==> config.mk <==
export PLATFORM = sky130hd
export DESIGN_NAME = cmul_stream_arbiter
export DESIGN_NICKNAME = d
export VERILOG_FILES = /design/src/rtl/cmul_stream_arbiter.sv
export SDC_FILE = /design/constraint.sdc
export NUM_CORES = 1
export LEC_CHECK = 0
export CORE_AREA = 3 3 235 237
export CTS_BUF_LIST = sky130_fd_sc_hd__clkbuf_8
export DETAILED_ROUTE_END_ITERATION = 10
export DIE_AREA = 0 0 238 240
export GPL_TIMING_DRIVEN = 1
export SLEW_MARGIN = 5
export SYNTH_ARGS = -nofsm -noshare
export SYNTH_HDL_FRONTEND = slang
export SYNTH_SLANG_ARGS = --single-unit
==> constraint.sdc <==
create_clock -name clk -period 4 [get_ports clk]
set_input_delay 0.6 -clock clk [delete_from_list [all_inputs] [get_ports clk]]
set_output_delay 0.6 -clock clk [all_outputs]
set_load 0.005 [all_outputs]
==> src/rtl/cmul_stream_arbiter.sv <==
// rtl/cmul_stream_arbiter.sv - round-robin packet arbiter sharing one cmul datapath among NUM_REQ streams
// Grant order is kept in a tag FIFO so in-order datapath results route back to their requester.
module cmul_stream_arbiter #(
   parameter int NUM_REQ       = 4,
   parameter int DATA_WIDTH    = 16,
   parameter int SCALING_WIDTH = 18,
   parameter int TAG_DEPTH     = 8
) (
   input  logic                                clk,
   input  logic                                reset_n,
   input  logic [NUM_REQ-1:0]                  s_tvalid,
   input  logic [NUM_REQ-1:0]                  s_tlast,
   output logic [NUM_REQ-1:0]                  s_tready,
   input  logic [NUM_REQ*2*DATA_WIDTH-1:0]     s_adata,
   input  logic [NUM_REQ*2*DATA_WIDTH-1:0]     s_bdata,
   input  logic [NUM_REQ*SCALING_WIDTH-1:0]    s_scale,
   output logic                                m_tvalid,
   output logic                                m_tlast,
   input  logic                                m_tready,
   output logic [2*DATA_WIDTH-1:0]             m_adata,
   output logic [2*DATA_WIDTH-1:0]             m_bdata,
   output logic [SCALING_WIDTH-1:0]            m_scale,
   input  logic                                r_tvalid,
   input  logic                                r_tlast,
   output logic                                r_tready,
   input  logic [2*DATA_WIDTH-1:0]             r_pdata,
   output logic [NUM_REQ-1:0]                  o_tvalid,
   output logic [NUM_REQ-1:0]                  o_tlast,
   input  logic [NUM_REQ-1:0]                  o_tready,
   output logic [NUM_REQ*2*DATA_WIDTH-1:0]     o_pdata,
   output logic [$clog2(NUM_REQ)-1:0]          grant_id,
   output logic                                busy,
   output logic                                err_orphan
);
   localparam int CW    = 2*DATA_WIDTH;
   localparam int ID_W  = $clog2(NUM_REQ);
   localparam int PTR_W = $clog2(TAG_DEPTH);
   localparam int CNT_W = PTR_W + 1;

   typedef enum logic {IDLE, PKT} state_t;
   state_t state, state_nx;

   logic [ID_W-1:0]          rr;
   logic [ID_W-1:0]          tag_mem [TAG_DEPTH];
   logic [PTR_W-1:0]         wr_ptr, rd_ptr;
   logic [CNT_W-1:0]         count;
   logic                     fifo_full, fifo_empty;
   logic                     push, pop, pkt_end, orphan;
   logic                     win_found;
   logic [ID_W-1:0]          winner, cand, head;
   logic                     sel_valid, sel_last;
   logic [CW-1:0]            sel_adata, sel_bdata;
   logic [SCALING_WIDTH-1:0] win_scale;

   assign fifo_full  = (count == CNT_W'(TAG_DEPTH));
   assign fifo_empty = (count == '0);
   assign head       = tag_mem[rd_ptr];
   assign o_pdata    = {NUM_REQ{r_pdata}};

   // Search starts just after the last winner, so the last winner has lowest priority.
   always_comb begin
      winner    = '0;
      win_found = 1'b0;
      cand      = '0;
      for (int i = 1; i <= NUM_REQ; i++) begin
         cand = ID_W'((int'(rr) + i) % NUM_REQ);
         if (!win_found && s_tvalid[cand]) begin
            winner    = cand;
            win_found = 1'b1;
         end
      end
   end

   always_comb begin
      sel_valid = 1'b0;
      sel_last  = 1'b0;
      sel_adata = '0;
      sel_bdata = '0;
      win_scale = '0;
      for (int k = 0; k < NUM_REQ; k++) begin
         if (grant_id == ID_W'(k)) begin
            sel_valid = s_tvalid[k];
            sel_last  = s_tlast[k];
            sel_adata = s_adata[k*CW +: CW];
            sel_bdata = s_bdata[k*CW +: CW];
         end
         if (winner == ID_W'(k))
            win_scale = s_scale[k*SCALING_WIDTH +: SCALING_WIDTH];
      end
   end

   always_comb begin
      state_nx = state;
      m_tvalid = 1'b0;
      m_tlast  = 1'b0;
      m_adata  = '0;
      m_bdata  = '0;
      s_tready = '0;
      push     = 1'b0;
      pkt_end  = 1'b0;
      case (state)
         IDLE: begin
            if (win_found && !fifo_full) begin
               push     = 1'b1;
               state_nx = PKT;
            end
         end
         PKT: begin
            m_tvalid           = sel_valid;
            m_tlast            = sel_last;
            m_adata            = sel_adata;
            m_bdata            = sel_bdata;
            s_tready[grant_id] = m_tready;
            if (sel_valid && m_tready && sel_last) begin
               pkt_end  = 1'b1;
               state_nx = IDLE;
            end
         end
         default: state_nx = IDLE;
      endcase
   end

   // Results with no outstanding tag are refused rather than guessed at.
   always_comb begin
      o_tvalid = '0;
      o_tlast  = '0;
      r_tready = 1'b0;
      pop      = 1'b0;
      orphan   = 1'b0;
      if (!fifo_empty) begin
         o_tvalid[head] = r_tvalid;
         o_tlast[head]  = r_tlast;
         r_tready       = o_tready[head];
         pop            = r_tvalid && o_tready[head] && r_tlast;
      end else begin
         orphan = r_tvalid;
      end
   end

   always_ff @(posedge clk or negedge reset_n) begin
      if (!reset_n) begin
         state      <= IDLE;
         rr         <= ID_W'(NUM_REQ-1);
         grant_id   <= '0;
         m_scale    <= '0;
         busy       <= 1'b0;
         err_orphan <= 1'b0;
         wr_ptr     <= '0;
         rd_ptr     <= '0;
         count      <= '0;
      end else begin
         state <= state_nx;
         if (push) begin
            grant_id <= winner;
            rr       <= winner;
            m_scale  <= win_scale;
            busy     <= 1'b1;
            wr_ptr   <= wr_ptr + 1'b1;
         end else if (pkt_end) begin
            busy <= 1'b0;
         end
         if (pop)
            rd_ptr <= rd_ptr + 1'b1;
         count <= count + CNT_W'(push) - CNT_W'(pop);
         if (orphan)
            err_orphan <= 1'b1;
      end
   end

   always_ff @(posedge clk) begin
      if (push)
         tag_mem[wr_ptr] <= winner;
   end
endmodule

Word level (Yosys, flattened, before mapping)
Memories as Yosys holds them, arrays and structs flattened.
Index checks and enable logic that the tools add are counted.
{ "totals": {"romBits": 0, "latchBits": 0, "inputBits": 377, "wordCells": 117, "mem_count": 1, "ramBits": 16, "out_inout_bits": 229, "reg_bits": 35} }
{ "classes": {"div": 0, "n_shift": 0, "n_lt_le_gt_ge": 8, "multipliers": 0, "eq_ne": 7, "n_mux": 62, "n_bitwise": 4, "add_sub_neg": 8, "n_reduce_logical": 18} }
{ "mem_list": {"columns": ["memory", "words", "word_bits", "rd", "rd_ports_with_merged_regs", "write_ports", "line", "rtl"], "rows": [
  ["tag_mem", 8, 2, 1, 0, 1, "44", "logic [ID_W-1:0] tag_mem [TAG_DEPTH];"]
]} }
{ "op_table": {"columns": ["op", "n"], "rows": [
  ["$mux 32", 10],
  ["$mux 18", 4],
  ["$mux 1", 33],
  ["$lt 2x3->1 const B", 6],
  ["$and 4x4->4", 3],
  ["$mux 4", 3],
  ["$bmux 1 s2", 5],
  ["$logic_and 1x1->1", 10],
  ["$eq 2x2->1 const B", 4],
  ["$mux 2", 4],
  ["$add 3x1->3 const B", 2],
  ["$add 2x1->2 const B", 2],
  ["$add 2x2->2 const B", 2],
  ["$add 4x1->4", 1],
  ["$demux 1 s2", 2],
  ["$eq 2x1->1 const B", 2],
  ["$eq 4x4->1 const B", 1],
  ["$ge 2x1->1 const B", 2],
  ["$logic_not 1->1", 4],
  ["$logic_not 2->1", 2],
  ["$logic_not 4->1", 1],
  ["$sub 4x1->4", 1],
  ["$pmux 1 s2", 1],
  ["$reduce_bool 2->1", 1],
  ["$not 1->1", 1]
]} }

Longest topological paths before layout
Gate-level depths: netlist (run 1).
{ "depth": {"word_depth": 18, "depth_mapped": 13, "mapped_depth_nobuf": 12} }

Worst setup path after synthesis (run 1)
OpenSTA, ideal clock, no wires.
{ "synth_path": {"kind": "reg-to-reg", "startpoint": "reg rd_ptr[0]", "endpoint": "reg count[2]", "arrival_ns": 2.953, "stages_incl_launch_ff": 12, "path_slack_ns": 0.925, "synth_period_minus_slack_ns": 3.075, "required_ns": 3.878, "path_cell_list": "dfrtp_1 > buf_6 > mux2_4 > mux4_2 > mux4_2 > nand2_2 > inv_1 > ha_1 > inv_1 > ha_1 > fa_1 > xor2_1"} }
{ "synth_between": {"elab_chain_cells": 7} }
{ "synth_rtl": {"columns": ["item", "line", "rtl"], "rows": [
  ["start: declaration", "45", "logic [PTR_W-1:0] wr_ptr, rd_ptr;"],
  ["start signal: assignment", "163", "rd_ptr <= rd_ptr + 1'b1;"],
  ["$mem_v2 8x2", null, null],
  ["$bmux 1 s2", "134", "pop = r_tvalid && o_tready[head] && r_tlast;"],
  ["$mux 1 (not written as such)", "134", null],
  ["$logic_and 1x1->1 (2 in a row)", "134", null],
  ["$mux 1", "130", "if (!fifo_empty) begin"],
  ["net pop", "48", "logic push, pop, pkt_end, orphan;"],
  ["$sub 4x1->4", "164", "count <= count + CNT_W'(push) - CNT_W'(pop);"],
  ["end signal: assignment", "164", null],
  ["end: declaration", "46", "logic [CNT_W-1:0] count;"]
]} }
The timed path passes the listed nets, and every way through them passes these cells. The select of a mux whose other input is x is not followed.
A chain may end at the register's enable or synchronous reset.

Final worst setup path (run 1)
{ "layout_path": {"startpoint": "reg rd_ptr[0]", "endpoint": "out r_tready"} }
{ "layout_between": {"elab_chain_cells": 4} }
{ "layout_rtl": {"columns": ["item", "line", "rtl"], "rows": [
  ["$mem_v2 8x2", null, null],
  ["$bmux 1 s2", "133", "r_tready = o_tready[head];"],
  ["$mux 1 (not written as such)", "133", null],
  ["$mux 1", "130", null],
  ["end: declaration", "25", "output logic r_tready,"]
]} }
Every way passes these cells. The select of a mux whose other input is x is not followed.

==> results.sh, run 1 <==
export IMPL_synthArstFlopShare_pct=68.6
export IMPL_ys_warn_count=0
export IMPL_antenna_found_initial=16
export IMPL_crit_arrival_ns=2.89
export IMPL_via_per_inst=3.66
export IMPL_rsz0062_at_grt="no"
export IMPL_grt_pass1_vias=5840
export IMPL_synthCells=569
export IMPL_clk_latency_ns=0.33
export IMPL_total_power_mw=5.44
export IMPL_grt_first_pass_wirelength_um=41600
export IMPL_grtUsageTotal_pct=9.98
export IMPL_h_tree_depth=2
export IMPL_grt_overflow_total=0
export IMPL_multiInputGateArea_mm2=0.00332
export IMPL_cts_sinks=51
export IMPL_fin_area_mm2=0.0103
export IMPL_synth_ff_type="dfrtp_1"
export IMPL_p_per_area_mw_per_mm2=529
export IMPL_holdBufCountCts=0
export IMPL_synth_distinct_cells=42
export IMPL_portBuffers=445
export IMPL_synth_seq_cells=51
export IMPL_area_growth_pct=75.6
export IMPL_clock_fmax_mhz=287
export IMPL_drtAntennaViolNets=0
export IMPL_cts_tree="done"
export IMPL_initial_core_util_pct=10.9
export IMPL_clk_pin_slew_ns=0.11
export IMPL_period_needed_ns=3.49
export IMPL_status="complete, no violations"
export IMPL_drive_gt1_share_pct=12.5
export IMPL_critPathKind="reg2out"
export IMPL_start_kind="flop"
export IMPL_numCtsBuffers=5
export IMPL_dp_hpwl_um=26200
export IMPL_core_rowCount=85
export IMPL_reg2reg_depth=10
export IMPL_r2r_start="rd_ptr[0]"
export IMPL_worstMarginPinSlew_ns=0.932
export IMPL_drc=0
export IMPL_crit_path_end="r_tready"
export IMPL_n_fill_cell=5841
export IMPL_design_core_area_mm2=0.0535
export IMPL_drt_initial_drc_count=228
export IMPL_r2r_end="count[2]"
export IMPL_layout_common_cells="clkdlybuf4s50_1, mux4_2, and2_1"
export IMPL_final_setup_viol_count=0
export IMPL_synth_top_cell_area_share_pct=26.1
export IMPL_final_common_cell="clkdlybuf4s50_1"
export IMPL_dpl_instance_area_mm2=0.0102
export IMPL_synth_area_mm2=0.00586
export IMPL_cts_resized=0
export IMPL_die_area_mm2=0.0571
export IMPL_rrSetupSlack_ns=0.70
export IMPL_crit_fanout=8
export IMPL_max_cap_violations=0
export IMPL_routed_wirelength_um=30700
export IMPL_clk_path_buf_depth=2
export IMPL_routabilityCongestion=0.747
export IMPL_finClkSkew_ns=0.0109
export IMPL_syn_num_nets=955
export IMPL_cp_required_ns=3.40
export IMPL_final_max_slew_violation_count=0
export IMPL_syn_avg_cell_area_um2=10.3
export IMPL_wl_per_cell_um=19.5
export IMPL_clockRootBuffer="clkbuf_8"
export IMPL_die_x_um=238
export IMPL_tns_ns=0
export IMPL_via_count=5739
export IMPL_first_pass_iters=4
export IMPL_power_leakage_nw=3.67
export IMPL_startpoint="rd_ptr[0]"
export IMPL_peakVddDrop_uv=228
export IMPL_post_route_period_util_pct=87.2
export IMPL_nNetsFinal=1252
export IMPL_worst_setup_path_end_kind="output pin"
export IMPL_hold_viol=0
export IMPL_synth_edf_count=16
export IMPL_post_cts_buffers=0
export IMPL_die_h_um=240
export IMPL_top_level_ports=606
export IMPL_hold_class="in2async"
export IMPL_ys_top_cells_by_area="mux4_2, buf_4, dfrtp_1, edfxtp_1, and2_1"
export IMPL_seq_area_mm2=0.00137
export IMPL_grt_start_max_net_pins=61
export IMPL_post_synth_top_area_cell="mux4_2"
export IMPL_seq_area_frac_synth_pct=23.2
export IMPL_slew_headroom_pct=37.9
[cell usage after synthesis, types with 2 or more instances]
master,number
a211oi_1,36
dfrtp_1,33
inv_1,9
xnor2_1,4
a21oi_1,3
ha_1,8
nor2b_1,2
o31ai_1,18
buf_1,9
a21o_1,2
edfxtp_1,16
clkbuf_1,34
xor2_1,2
nand3b_1,2
o22a_1,2
and3_1,37
buf_4,128
inv_2,2
o21ai_0,4
nor4b_1,2
nand3_1,5
nand2b_1,2
nor3_1,5
nand2_1,31
dfstp_2,2
nor2_1,15
mux4_1,2
nor4_1,2
nor3b_1,2
mux2_4,4
and2_1,68
mux4_2,68
[metal layers]
metal	GRT usage, %	part of all wire [%]	up-vias
met2	15.9	46	379
met5	0	0.19	-
met4	1.52	1.0	10
li1	-	-	2559
met1	12.3	41	2756
met3	5.05	12	35
[critical path, cell delays in order, from the launching register on]
cell and delay (ns):
dfrtp_1 0.59, mux2_1 0.36, mux4_2 0.51, mux4_2 0.49
and2_1 0.18, clkdlybuf4s50_1 0.44
[worst min path at each step]
stage / start / end / slack (ns) / depth (start not counted)
2_1_floorplan: reset_n / busy / 0.30 / 0
3_3_place_gp: err_orphan / err_orphan / 0.45 / 1
3_5_place_dp: m_scale[6] / m_scale[6] / 0.47 / 2
4_1_cts: reset_n / m_scale[4] / 0.41 / 1
5_1_grt: reset_n / m_scale[4] / 0.43 / 1
6_report: reset_n / m_scale[4] / 0.40 / 1
[logic make-up after synthesis]
group / after synthesis / synth area share (%)
buffers and inverters: 184 / 20.1
and+or+nand+nor: 175 / 16.7
muxes: 77 / 28.6
adders and majority gates: 9 / 2.05
AOI/OAI and AO/OA: 67 / 8.40
DFF: 51 / 23.2
xor gates and xnor gates: 6 / 0.897
[registers in the layout (all words and copies together) (netlist names), 2 cells and up]
register	cells
m_scale	18
tag_mem	16
count	4
rd_ptr	3
wr_ptr	3
grant_id	2
rr	2
[per-stage QoR]
stage / util, % / worst slack (ns) / hold slack, ns / cells
floorplan: - / 0.925 / 0.304 / 569
finish: 19.2 / 0.513 / 0.396 / 1569
detailed placement: 19.0 / 0.700 / 0.467 / 1555
global route: 19.2 / 0.349 / 0.434 / 1563
global placement: 19.0 / 0.755 / 0.449 / 1555
CTS: 19.2 / 0.470 / 0.414 / 1563
[final cells by class]
| class | instances | share of cell area (%) |
|---|---|---|
| Tap cell | 696 | 8.47 |
| Clock inverter | 3 | 0.195 |
| Timing Repair Buffer | 463 | 44.6 |
| Sequential cell | 51 | 13.3 |
| Antenna cell | 6 | 0.146 |
| Inverter | 11 | 0.401 |
| Clock buffer | 5 | 0.669 |
| Multi-Input combinational cell | 334 | 32.3 |
[power breakdown]
| group | leakage (nW) | internal [mW] | switching, mW |
|---|---|---|---|
| combinational | 3.07 | 2.46 | 1.54 |
| clock | 0.0418 | 0.123 | 0.197 |
| sequential | 0.556 | 0.775 | 0.346 |
Power figures use the tool's default switching activity.
==> run 2: changes to the inputs <==
--- a/config.mk
+++ b/config.mk
@@ -10,6 +10,7 @@
 export DETAILED_ROUTE_END_ITERATION = 10
 export DIE_AREA = 0 0 238 240
 export GPL_TIMING_DRIVEN = 1
+export SETUP_SLACK_MARGIN = 0.4
 export SLEW_MARGIN = 5
 export SYNTH_ARGS = -nofsm -noshare
 export SYNTH_HDL_FRONTEND = slang
==> run 2 against run 1 <==
  * Final cell count unchanged
  * Total power is essentially flat
  * Sequential cell count did not move
  * Non-clock buffer count stayed put
  * Worst setup slack improved by 0.11 ns
  * Largest power group unchanged
  * Combinational power barely moved
  * Critical path type unchanged
  * Clock-buffer cell count stayed put
  * Highest routed layer unchanged
  * Maximum frequency rose by 3.1%
  * Die area unchanged
  * Register-to-register slack gained 0.11 ns
  * Largest cell class unchanged
==> results.sh, run 2 (synthesis results as in run 1) <==
export IMPL_multiInputGateArea_mm2=0.00332
export IMPL_power_leakage_nw=3.67
export IMPL_via_count=5741
export IMPL_crit_path_cell_trace="mux2_1 -> mux4_2 -> mux4_2 -> and2_1 -> clkdlybuf4s50_1"
export IMPL_first_pass_iters=4
export IMPL_cp_required_ns=3.40
export IMPL_max_cap_violations=0
export IMPL_die_area_mm2=0.0571
export IMPL_top_level_ports=606
export IMPL_via_per_inst=3.66
export IMPL_die_h_um=240
export IMPL_dp_hpwl_um=26200
export IMPL_path_common_cell="mux4_2"
export IMPL_crit_arrival_ns=2.78
export IMPL_final_setup_viol_count=0
export IMPL_h_tree_depth=2
export IMPL_grtUsageTotal_pct=9.98
export IMPL_post_cts_buffers=0
export IMPL_cts_tree="done"
export IMPL_worstMarginPinSlew_ns=0.932
export IMPL_antenna_found_initial=16
export IMPL_portBuffers=445
export IMPL_tns_ns=0
export IMPL_clk_latency_ns=0.33
export IMPL_core_rowCount=85
export IMPL_crit_fanout=8
export IMPL_holdBufCountCts=0
export IMPL_largest_reg_flops=18
export IMPL_wl_per_cell_um=19.5
export IMPL_slew_headroom_pct=37.9
export IMPL_path_delay_family="multiplexers"
export IMPL_cp_slowest_cell="mux4_2"
export IMPL_routabilityCongestion=0.747
export IMPL_drtAntennaViolNets=0
export IMPL_p_per_area_mw_per_mm2=529
export IMPL_clk_pin_slew_ns=0.11
export IMPL_cts_sinks=51
export IMPL_grt_overflow_total=0
export IMPL_status="complete, no violations"
export IMPL_numCtsBuffers=5
export IMPL_regMostFlops="m_scale"
export IMPL_utilization_pct=19.2
export IMPL_dpl_instance_area_mm2=0.0102
export IMPL_top_regs="m_scale: 18 flops, tag_mem: 16 flops, count: 4 flops"
export IMPL_clock_fmax_mhz=296
export IMPL_drc=0
export IMPL_final_max_slew_violation_count=0
export IMPL_seq_area_mm2=0.00137
export IMPL_drive_gt1_share_pct=12.6
export IMPL_fin_area_mm2=0.0103
export IMPL_area_growth_pct=75.6
export IMPL_cpPeakStageDelay_ns=0.51
export IMPL_grt_start_max_net_pins=61
export IMPL_layout_common_cells="clkdlybuf4s50_1, mux4_2, and2_1"
export IMPL_grt_first_pass_wirelength_um=41600
export IMPL_initial_core_util_pct=10.9
export IMPL_final_common_cell="clkdlybuf4s50_1"
export IMPL_critPathKind="reg2out"
export IMPL_total_power_mw=5.44
export IMPL_drt_initial_drc_count=228
export IMPL_finClkSkew_ns=0.0109
export IMPL_clk_path_buf_depth=2
export IMPL_period_needed_ns=3.38
export IMPL_routed_wirelength_um=30700
export IMPL_peakVddDrop_uv=228
export IMPL_design_core_area_mm2=0.0535
export IMPL_rsz0062_at_grt="no"
export IMPL_hold_class="in2async"
export IMPL_clockRootBuffer="clkbuf_8"
export IMPL_worst_setup_path_end_kind="output pin"
export IMPL_start_kind="flop"
export IMPL_die_x_um=238
export IMPL_post_route_period_util_pct=84.5
export IMPL_hold_viol=0
export IMPL_hold_slack_ns=0.396
export IMPL_grt_pass1_vias=5840
export IMPL_n_fill_cell=5840
export IMPL_path_buf_inv=1
export IMPL_nNetsFinal=1252
[run 2: cell counts in the layout (fill, tap and decap cells not counted)]
Identical to the previous run, type by type.
[run 2: path summary, 6_finish.rpt]
| check | endpoint | startpoint | cells past startpoint | slack [ns] |
|---|---|---|---|---|
| worst max-delay path | r_tready | rd_ptr[0] | 5 | 0.62 |
| worst min-delay path | m_scale[4] | reset_n | 1 | 0.40 |
| worst max register to register | count[2] | rd_ptr[0] | 10 | 0.81 |
| worst min register to register | err_orphan | err_orphan | 1 | 0.48 |
| max in group asynchronous | grant_id[0] | reset_n | 1 | 2.91 |
| min in group clk | err_orphan | err_orphan | 1 | 0.48 |
[run 2: where the power goes]
group,total [mW],switching [mW],internal [mW]
combinational,4.00,1.54,2.46
clock,0.319,0.197,0.123
sequential,1.12,0.346,0.776
[run 2: per-layer routing]
metal	share of wire, %	routed length (um)	global-route usage [%]	up-vias
met5	0.19	59	0	-
met4	1.0	306	1.52	10
met3	12	3730	5.05	35
met2	46	14100	15.9	379
met1	41	12500	12.3	2758
li1	-	-	-	2559
[run 2: cell type report]
cell class                      count  area share [%]
Multi-Input combinational cell    334            32.3
Sequential cell                    51            13.3
Antenna cell                        6           0.146
Clock inverter                      3           0.195
Timing Repair Buffer              463            44.6
Tap cell                          696            8.47
Clock buffer                        5           0.669
Inverter                           11           0.401
[run 2: repair_timing]
item                       in CTS  in global routing
resized for setup               0                  1
hold endpoints to repair        0                  0
setup endpoints to repair       0                  1
[run 2: metrics by stage]
step                setup WS, ns  cells
floorplan                  0.925    569
global placement           0.755   1555
detailed placement         0.700   1555
CTS                        0.470   1563
global route               0.468   1563
finish                     0.619   1569
==> run 3: changes to the inputs <==
--- a/config.mk
+++ b/config.mk
@@ -5,10 +5,10 @@
 export SDC_FILE = /design/constraint.sdc
 export NUM_CORES = 1
 export LEC_CHECK = 0
-export CORE_AREA = 3 3 235 237
+export CORE_AREA = 3 3 234 236
 export CTS_BUF_LIST = sky130_fd_sc_hd__clkbuf_8
 export DETAILED_ROUTE_END_ITERATION = 10
-export DIE_AREA = 0 0 238 240
+export DIE_AREA = 0 0 237 239
 export GPL_TIMING_DRIVEN = 1
 export SETUP_SLACK_MARGIN = 0.4
 export SLEW_MARGIN = 5
==> constraint.sdc (replaced) <==
create_clock -name clk -period 2.93 [get_ports clk]
set_input_delay 0.4395 -clock clk [delete_from_list [all_inputs] [get_ports clk]]
set_output_delay 0.4395 -clock clk [all_outputs]
set_load 0.005 [all_outputs]
==> run 3 against run 2 <==
  * The flow now finishes with violations (negative setup slack)
  * Sequential power increased by 21%
  * Total power increased by 69%
  * Worst setup slack got worse by 0.73 ns
  * Clock power increased by 48%
  * Clock-buffer cell count unchanged
  * Largest cell class unchanged
  * Die area decreased by 0.84%
  * Clock skew increased by 0.00073 ns
  * Worst hold slack got worse by 0.17 ns
  * Critical path depth increased by 6
==> results.sh, run 3 (synthesis results as in run 1) <==
export IMPL_critPathKind="reg2reg"
export IMPL_clk_pin_slew_ns=0.11
export IMPL_drtAntennaViolNets=0
export IMPL_layout_common_cells="clkdlybuf4s50_1, mux4_2, buf_6"
export IMPL_p_switching_mw=3.46
export IMPL_peakVddDrop_uv=261
export IMPL_p_per_area_mw_per_mm2=817
export IMPL_finClkSkew_ns=0.0116
export IMPL_cts_sinks=51
export IMPL_power_leakage_nw=4.40
export IMPL_core_rowCount=84
export IMPL_die_x_um=237
export IMPL_grt_pass1_vias=6315
export IMPL_drive_gt1_share_pct=32.7
export IMPL_hold_slack_ns=0.229
export IMPL_holdBufCountCts=0
export IMPL_die_area_mm2=0.0566
export IMPL_final_setup_viol_count=7
export IMPL_violations="negative setup slack"
export IMPL_cpPeakStageDelay_ns=0.51
export IMPL_routed_wirelength_um=32300
export IMPL_grt_first_pass_wirelength_um=44500
export IMPL_grt_overflow_total=0
export IMPL_drt_initial_drc_count=177
export IMPL_worstMarginPinSlew_ns=0.943
export IMPL_numCtsBuffers=5
export IMPL_largest_reg_flops=18
export IMPL_first_pass_iters=4
export IMPL_design_core_area_mm2=0.0527
export IMPL_clockRootBuffer="clkbuf_8"
export IMPL_cp_slowest_cell="mux4_2"
export IMPL_hold_class="in2async"
export IMPL_wl_per_cell_um=19.9
export IMPL_place_worst_setup_slack_ns=-0.166
export IMPL_crit_path_cell_trace="mux2_4 -> mux4_2 -> mux4_2 -> buf_6 -> nand2_4 -> inv_4 -> ha_4 -> inv_4 -> ha_4 -> fa_2 -> xor2_1"
export IMPL_clk_path_buf_depth=2
export IMPL_final_max_slew_violation_count=0
export IMPL_regMostFlops="m_scale"
export IMPL_seqPwrFrac_pct=14.7
export IMPL_grtUsageTotal_pct=10.7
export IMPL_drc=0
export IMPL_cts_tree="done"
export IMPL_p_int_mw=5.75
export IMPL_clk_latency_ns=0.34
export IMPL_dp_hpwl_um=26400
export IMPL_crit_fanout=7
export IMPL_cp_required_ns=3.17
export IMPL_routabilityCongestion=0.785
export IMPL_max_cap_violations=0
export IMPL_start_kind="flop"
export IMPL_top_regs="m_scale: 18 flops, tag_mem: 16 flops, count: 4 flops"
export IMPL_period_needed_ns=3.04
export IMPL_netSwitchingFraction_pct=37.6
export IMPL_antenna_found_initial=11
export IMPL_power_frac_comb_pct=80.2
export IMPL_via_count=5937
export IMPL_initial_core_util_pct=11.1
export IMPL_die_h_um=239
export IMPL_tns_ns=-0.369
export IMPL_slew_headroom_pct=37.1
export IMPL_crit_arrival_ns=3.28
export IMPL_nNetsFinal=1319
export IMPL_top_level_ports=606
export IMPL_post_route_period_util_pct=104
export IMPL_total_power_mw=9.20
export IMPL_grt_start_max_net_pins=48
export IMPL_p_clk_share_pct=5.1
export IMPL_rsz0062_at_grt="yes"
export IMPL_utilization_pct=21.4
export IMPL_status="finished, violations left"
export IMPL_portBuffers=445
export IMPL_hold_viol=0
export IMPL_worst_setup_path_end_kind="flop"
export IMPL_final_common_cell="clkdlybuf4s50_1"
export IMPL_h_tree_depth=2
export IMPL_clock_fmax_mhz=329
export IMPL_area_growth_pct=92.4
export IMPL_setup_ws_ns=-0.113
export IMPL_via_per_inst=3.65
[run 3: per-stage QoR]
stage | cells | cell area (um2)
after floorplan | 569 | 5870
after global placement | 1558 | 10300
after detailed placement | 1558 | 10300
after CTS | 1612 | 11000
after global routing | 1622 | 11300
final | 1626 | 11300
[run 3: what timing repair did]
| action | in CTS | in global routing |
|---|---|---|
| buffers inserted | 42 | 10 |
| cloned | 4 | 0 |
| resized for setup | 384 | 59 |
| pin swaps | 9 | 3 |
| setup endpoints to repair | 84 | 78 |
[run 3: cell type report]
class,instances,area [um2]
multi-input cells,334,3500
repair buffers,530,5390
clock buffers,5,68.8
well taps,688,861
fillers,5698,41400
clock inverters,3,26.3
diodes,4,10.0
inverters,11,46.3
flip-flops and latches,51,1370
[run 3: power groups by stage]
| stage | Combinational (mW) | Clock, mW | Sequential (mW) |
|---|---|---|---|
| after floorplan | 3.13 | 0 | 1.23 |
| after global placement | 5.86 | 0 | 1.50 |
| after detailed placement | 5.91 | 0 | 1.51 |
| after CTS | 7.09 | 0.510 | 1.36 |
| after global routing | 7.96 | 0.542 | 1.40 |
| final | 7.38 | 0.471 | 1.35 |
[run 3: critical path: cells and delay by family (launching register included)]
kind,cells,cell delay [ns]
flip-flops,1,0.50
adder cells (fa/ha/maj),3,0.74
XOR/XNOR,1,0.15
buffers and inverters,3,0.20
multiplexers,3,1.29
AND/OR/NAND/NOR,1,0.06
[run 3: final timing paths]
| check | from | end | slack, ns | cells after the start |
|---|---|---|---|---|
| max | rd_ptr[0] | count[2] | -0.11 | 11 |
| min | reset_n | m_scale[7] | 0.23 | 1 |
| max reg2reg | rd_ptr[0] | count[2] | -0.11 | 11 |
| min reg2reg | m_scale[16] | m_scale[16] | 0.49 | 2 |
| max in group asynchronous | reset_n | grant_id[1] | 2.01 | 1 |
| min in group clk | m_scale[16] | m_scale[16] | 0.49 | 2 |
[run 3: metal layers]
layer  up-vias  share of wire [%]  track usage [%]
met1      2802                 41             13.1
met3        30                 13             5.96
met5         -               0.24                0
met2       397                 46             17.0
li1       2696                  -                -
met4        12               0.72             1.36
